[config.mk]
export PLATFORM = sky130hd
export DESIGN_NAME = operand_fetcher
export DESIGN_NICKNAME = d
export VERILOG_FILES = /design/src/rtl/operand_fetcher.sv
export SDC_FILE = /design/constraint.sdc
export NUM_CORES = 1
export LEC_CHECK = 0
export BUFFER_PORTS_ARGS = -buffer_cell sky130_fd_sc_hd__buf_2
export CORE_MARGIN = 2
export CORE_UTILIZATION = 48
export CTS_CLUSTER_DIAMETER = 80
export CTS_CLUSTER_SIZE = 30
export DETAILED_ROUTE_END_ITERATION = 8
export HOLD_SLACK_MARGIN = 0.06
export PLACE_DENSITY = 0.83
export SYNTH_ARGS = -nofsm -noshare
export SYNTH_HDL_FRONTEND = slang
export SYNTH_SLANG_ARGS = --single-unit
[constraint.sdc]
create_clock -name clk -period 2.88 [get_ports clk]
set_clock_uncertainty 0.15 [all_clocks]
set_input_delay 0.432 -clock clk [delete_from_list [all_inputs] [get_ports clk]]
set_output_delay 0.432 -clock clk [all_outputs]
set_load 0.01 [all_outputs]
[src/rtl/operand_fetcher.sv]
// Operand fetcher: streams matrix A (and B for two-operand ops) from the matrix
// RAM to the compute unit in row-major order, keeping at most one read in flight.
module operand_fetcher #(
  parameter int unsigned DATA_W  = 8,
  parameter int unsigned NUM_MAT = 10
) (
  input  logic                   clk,
  input  logic                   rst_n,
  input  logic                   start,
  input  logic                   abort,
  input  logic [3:0]             id_a,
  input  logic [3:0]             id_b,
  input  logic [2:0]             op_type,
  input  logic [3*NUM_MAT-1:0]   meta_m_flat,
  input  logic [3*NUM_MAT-1:0]   meta_n_flat,
  output logic                   mem_rd_en,
  output logic [9:0]             mem_rd_addr,
  input  logic [DATA_W-1:0]      mem_rd_data,
  output logic                   out_valid,
  input  logic                   out_ready,
  output logic [DATA_W-1:0]      out_data,
  output logic                   out_sel,
  output logic [2:0]             out_row,
  output logic [2:0]             out_col,
  output logic                   out_last,
  output logic                   busy,
  output logic                   fetch_done,
  output logic                   fetch_error
);

  localparam int unsigned ID_W  = 4;
  localparam int unsigned IDX_W = 3;
  localparam logic [ID_W-1:0] NUM_MAT_ID = ID_W'(NUM_MAT);

  typedef enum logic [2:0] {
    S_IDLE,
    S_ISSUE,
    S_WAIT,
    S_HOLD,
    S_DONE
  } state_t;

  // Out-of-range slot IDs read back as a 0 dimension.
  function automatic logic [IDX_W-1:0] dim_of(input logic [3*NUM_MAT-1:0] flat,
                                              input logic [ID_W-1:0] id);
    logic [IDX_W-1:0] dim;
    dim = '0;
    for (int unsigned i = 0; i < NUM_MAT; i++) begin
      if (id == ID_W'(i)) dim = flat[i*IDX_W +: IDX_W];
    end
    return dim;
  endfunction

  function automatic logic is_two_op(input logic [2:0] op);
    return (op == 3'b001) || (op == 3'b011) || (op == 3'b100);
  endfunction

  state_t           state;
  logic [ID_W-1:0]  id_a_q, id_b_q;
  logic             two_q;
  logic [IDX_W-1:0] m_a_q, n_a_q, m_b_q, n_b_q;
  logic             sel;
  logic [IDX_W-1:0] row, col;

  logic [IDX_W-1:0] req_m_a, req_n_a, req_m_b, req_n_b;
  logic             req_two, start_ok;

  always_comb begin
    req_m_a  = dim_of(meta_m_flat, id_a);
    req_n_a  = dim_of(meta_n_flat, id_a);
    req_m_b  = dim_of(meta_m_flat, id_b);
    req_n_b  = dim_of(meta_n_flat, id_b);
    req_two  = is_two_op(op_type);
    start_ok = (id_a < NUM_MAT_ID) && (req_m_a != '0) && (req_n_a != '0);
    if (req_two) begin
      start_ok = start_ok && (id_b < NUM_MAT_ID) && (req_m_b != '0) && (req_n_b != '0);
    end
  end

  logic [IDX_W-1:0] m_cur, n_cur;
  logic             nxt_sel, nxt_done, last_elem;
  logic [IDX_W-1:0] nxt_row, nxt_col;

  // Row-major index walk over the current operand, then hand over to B.
  always_comb begin
    m_cur     = sel ? m_b_q : m_a_q;
    n_cur     = sel ? n_b_q : n_a_q;
    nxt_sel   = sel;
    nxt_row   = row;
    nxt_col   = col;
    nxt_done  = 1'b0;
    if (col != n_cur - IDX_W'(1)) begin
      nxt_col = col + IDX_W'(1);
    end else begin
      nxt_col = '0;
      if (row != m_cur - IDX_W'(1)) begin
        nxt_row = row + IDX_W'(1);
      end else begin
        nxt_row = '0;
        if (two_q && !sel) nxt_sel = 1'b1;
        else               nxt_done = 1'b1;
      end
    end
    last_elem = (col == n_cur - IDX_W'(1)) && (row == m_cur - IDX_W'(1)) && (sel || !two_q);
  end

  always_ff @(posedge clk) begin
    if (!rst_n) begin
      state       <= S_IDLE;
      busy        <= 1'b0;
      mem_rd_en   <= 1'b0;
      mem_rd_addr <= '0;
      out_valid   <= 1'b0;
      out_data    <= '0;
      out_sel     <= 1'b0;
      out_row     <= '0;
      out_col     <= '0;
      out_last    <= 1'b0;
      fetch_done  <= 1'b0;
      fetch_error <= 1'b0;
      id_a_q      <= '0;
      id_b_q      <= '0;
      two_q       <= 1'b0;
      m_a_q       <= '0;
      n_a_q       <= '0;
      m_b_q       <= '0;
      n_b_q       <= '0;
      sel         <= 1'b0;
      row         <= '0;
      col         <= '0;
    end else begin
      mem_rd_en   <= 1'b0;
      fetch_done  <= 1'b0;
      fetch_error <= 1'b0;
      if (state != S_IDLE && abort) begin
        // Any read still in flight is simply never captured.
        state     <= S_IDLE;
        busy      <= 1'b0;
        out_valid <= 1'b0;
      end else begin
        case (state)
          S_IDLE: begin
            if (start && !abort) begin
              if (!start_ok) begin
                fetch_error <= 1'b1;
              end else begin
                id_a_q      <= id_a;
                id_b_q      <= id_b;
                two_q       <= req_two;
                m_a_q       <= req_m_a;
                n_a_q       <= req_n_a;
                m_b_q       <= req_m_b;
                n_b_q       <= req_n_b;
                sel         <= 1'b0;
                row         <= '0;
                col         <= '0;
                mem_rd_en   <= 1'b1;
                mem_rd_addr <= {id_a, IDX_W'(0), IDX_W'(0)};
                busy        <= 1'b1;
                state       <= S_ISSUE;
              end
            end
          end
          S_ISSUE: state <= S_WAIT;
          S_WAIT: begin
            out_data  <= mem_rd_data;
            out_sel   <= sel;
            out_row   <= row;
            out_col   <= col;
            out_last  <= last_elem;
            out_valid <= 1'b1;
            state     <= S_HOLD;
          end
          S_HOLD: begin
            if (out_ready) begin
              out_valid <= 1'b0;
              sel       <= nxt_sel;
              row       <= nxt_row;
              col       <= nxt_col;
              if (nxt_done) begin
                fetch_done <= 1'b1;
                state      <= S_DONE;
              end else begin
                mem_rd_en   <= 1'b1;
                mem_rd_addr <= {(nxt_sel ? id_b_q : id_a_q), nxt_row, nxt_col};
                state       <= S_ISSUE;
              end
            end
          end
          S_DONE: begin
            busy  <= 1'b0;
            state <= S_IDLE;
          end
          default: begin
            busy      <= 1'b0;
            out_valid <= 1'b0;
            state     <= S_IDLE;
          end
        endcase
      end
    end
  end

endmodule

==> impl_metrics.tcl <==
set metrics [dict create \
    ys_ff_latch 62 \
    max_freq_mhz 354 \
    synth-xor-area-share 0.0228 \
    diodes 0 \
    synthesis.nets 611 \
    critPathRequiredTime_ps 3000 \
    routed_wl_mm 13.4 \
    viasPerCell 5.86 \
    clkTransAtPathRegs_ps 70 \
    met3_usage 0.0580 \
    critPathKind "in2reg" \
    drive_above_1_share 0.367 \
    slew_headroom 0.564 \
    drtAntennaViolNets 0 \
    grt_pass1_vias 4603 \
    numCtsBuffers 9 \
    grt_util_met2 0.481 \
    synth_top_area_frac 0.294 \
    synth_area_leaders "dfxtp_1 29%, mux2i_1 13%, nand2_1 6.0%" \
    rr_worst_depth 12 \
    layout.cells.non_filler 805 \
    vias 4714 \
    rsz0062_at_grt "yes" \
    yosysSeqAreaShare 0.294 \
    die_y_um 97.8 \
    grt_overflow_total 0 \
    grt-busiest-layer "met2" \
    rows 34 \
    hp-class "in2reg" \
    dieArea_mm2 0.00957 \
    cts_tree "done" \
    syn_avg_cell_area_um2 8.08 \
    grt_pass1_wl_mm 21.0 \
    setup_viol 0 \
    hold_depth 3 \
    root_buffer "clkbuf_8" \
    initial_core_util 0.489 \
    clk_latency_ps 350 \
    grt.met1_usage 0.305 \
    period_share 0.980 \
    powerDensity_mw_per_mm2 405 \
    synthDistinctLibCells 71 \
    netlist.top_cell.by_area "dfxtp_1" \
    holdWs_ps 166 \
    rrSetupSlack_ps 160 \
    wl_per_cell_um 16.7 \
    cts-htree-levels 3 \
    synth_simple_gate_area_share 0.239 \
    io_pins 115 \
    max_stage_delay_ps 420 \
    synthCells 523 \
    leakagePower_nw 2.59 \
    rr_startpoint "sel" \
    synth_top_family_by_area "simple AND/OR/NAND/NOR gates" \
    synthAdderAreaFrac 0.0118 \
    crit_chain "buf_2, buf_4, nor3_1, a2111oi_2, o32a_1, a2111o_1, nor3_2, nor4_4, nand4_4, a21oi_4, buf_6, mux2i_1" \
    hold_end "out_data[4]" \
    muxShareOfSynthArea 0.149 \
    crit_fanout 9 \
    cts_sinks 62 \
    r2r-end "mem_rd_addr[4]" \
    synth_edf_count 0 \
    syn_to_final_growth_pct 36.3 \
    synth-async-reset-ratio 0 \
    hpwl_mm 10.3 \
    io_buffers 114 \
    worst_ir_drop_vdd_v 0.000219 \
    firstDrtPassIters 5 \
    grt_max_degree 38 \
    n_fill_cell 700 \
    antenna_found_initial 0 \
    layout_min_cycle_time_ps 2820 \
    drtIter0Drc 240 \
    crit_path_top_delay_cell "a2111oi_2" \
    tns_ps 0 \
    status "completed" \
    die_w_um 97.8 \
    arrival_ps 2940 \
    start_kind "input pin" \
    synth_compound_area_frac 0.214 \
    synth_ff_type "dfxtp_1" \
    finalHoldViolCount 0 \
    drv_cap 0 \
    drc 0 \
    cp_top_family "compound AO/OA/AOI/OAI gates" \
    min_from "mem_rd_data[4]" \
    crit_path_end_kind "flip-flop" \
    dp.cells 782 \
    timing.final.max_slew_violations 0 \
    clk_path_buf_depth 2 \
    final_net_count 780 \
    synth_warnings 0 \
    cts_hold_buf 0 \
    place_congestion 0.960 \
    track_usage 0.269 \
    crit_buf_inv 3 \
    worst_pin_slew_ps 652 \
    netlist_area_mm2 0.00423 \
    core_area_mm2 0.00864 \
]
## metal layers
layer | wire length, um | part of all wire
met2 | 6700 | 0.50
met3 | 903 | 0.067
met1 | 5350 | 0.40
met5 | 0 | 0
met4 | 490 | 0.036
## cell type report
type                       count  area [um2]  area share
clock inverter                 6        86.3      0.0150
inverter                      17        63.8      0.0111
timing repair buffer         198        1290       0.224
sequential                    62        1240       0.216
multi-input combinational    404        2820       0.489
tap                          108         135      0.0235
clock buffer                  10         128      0.0222
## power by group
part	switching, W	total [W]	internal [W]
clock	0.000338	0.000823	0.000485
sequential	0.0000209	0.000906	0.000885
combinational	0.000306	0.000602	0.000296
total	0.000665	0.00233	0.00167
## repair_timing
action                                  in CTS  in global routing
endpoints found under the setup margin      15                 39
buffers inserted                             0                  7
resized for setup                            2                 45
cloned                                       0                  1
pin swaps                                    0                 10
## worst max path at each step
stage / slack (ps) / endpoint / cells past startpoint / start
floorplan: 30 / mem_rd_addr[2] / 11 / sel
global placement: -380 / m_b_q[2] / 12 / id_a[0]
detailed placement: -440 / m_b_q[2] / 12 / id_a[0]
CTS: 1 / m_b_q[2] / 12 / id_a[0]
global route: -50 / mem_rd_addr[6] / 12 / id_b[0]
finish: 60 / mem_rd_addr[6] / 12 / id_a[0]
## cell usage after synthesis, types with 10 or more instances
cell type,n
nand2b_1,10
buf_2,10
mux2i_1,56
o22ai_1,10
nand2_1,68
dfxtp_1,62
o21ai_0,15
nor2_1,44
a21oi_1,29
nor3_1,17
inv_1,16
clkbuf_1,16
## flip-flops by register name, summed over array words and instances (netlist names), 4 cells and up
name and count:
id_a_q 4, out_data 8, id_b_q 4, mem_rd_addr 10
## layout by cell type (no fill, tap or decap), types with 9 or more instances in the layout
cell      instances
inv_1            16
nand2_1          68
nand2b_1         10
dfxtp_1          61
o22ai_1          10
nor2_1           43
buf_4            77
o21ai_0          14
clkbuf_8          9
buf_2           109
a21oi_1          26
mux2i_1          55
nor3_1           16
## tightest hold or removal path: stages
cell     delay [ps]
buf_2           100
nand2_1          50
a21oi_1          50
## stage by stage
step           instance area (um2)   util  setup WS [ps]  total power, W
4_1_cts                       5530  0.640           1.23         0.00228
5_1_grt                       5760  0.667          -47.5         0.00242
3_3_place_gp                  5310  0.615           -384         0.00145
6_report                      5760  0.667           57.9         0.00233
3_5_place_dp                  5310  0.615           -444         0.00146
2_1_floorplan                 4230      -           26.1         0.00123
## kinds of logic after synthesis
group                      count (synthesis)
AOI/OAI and AO/OA                        130
xor gates and xnor gates                  11
adders and majority gates                  4
buffers and inverters                     57
DFF                                       62
muxes                                     62
and+or+nand+nor                          197
Power figures use the tool's default switching activity.
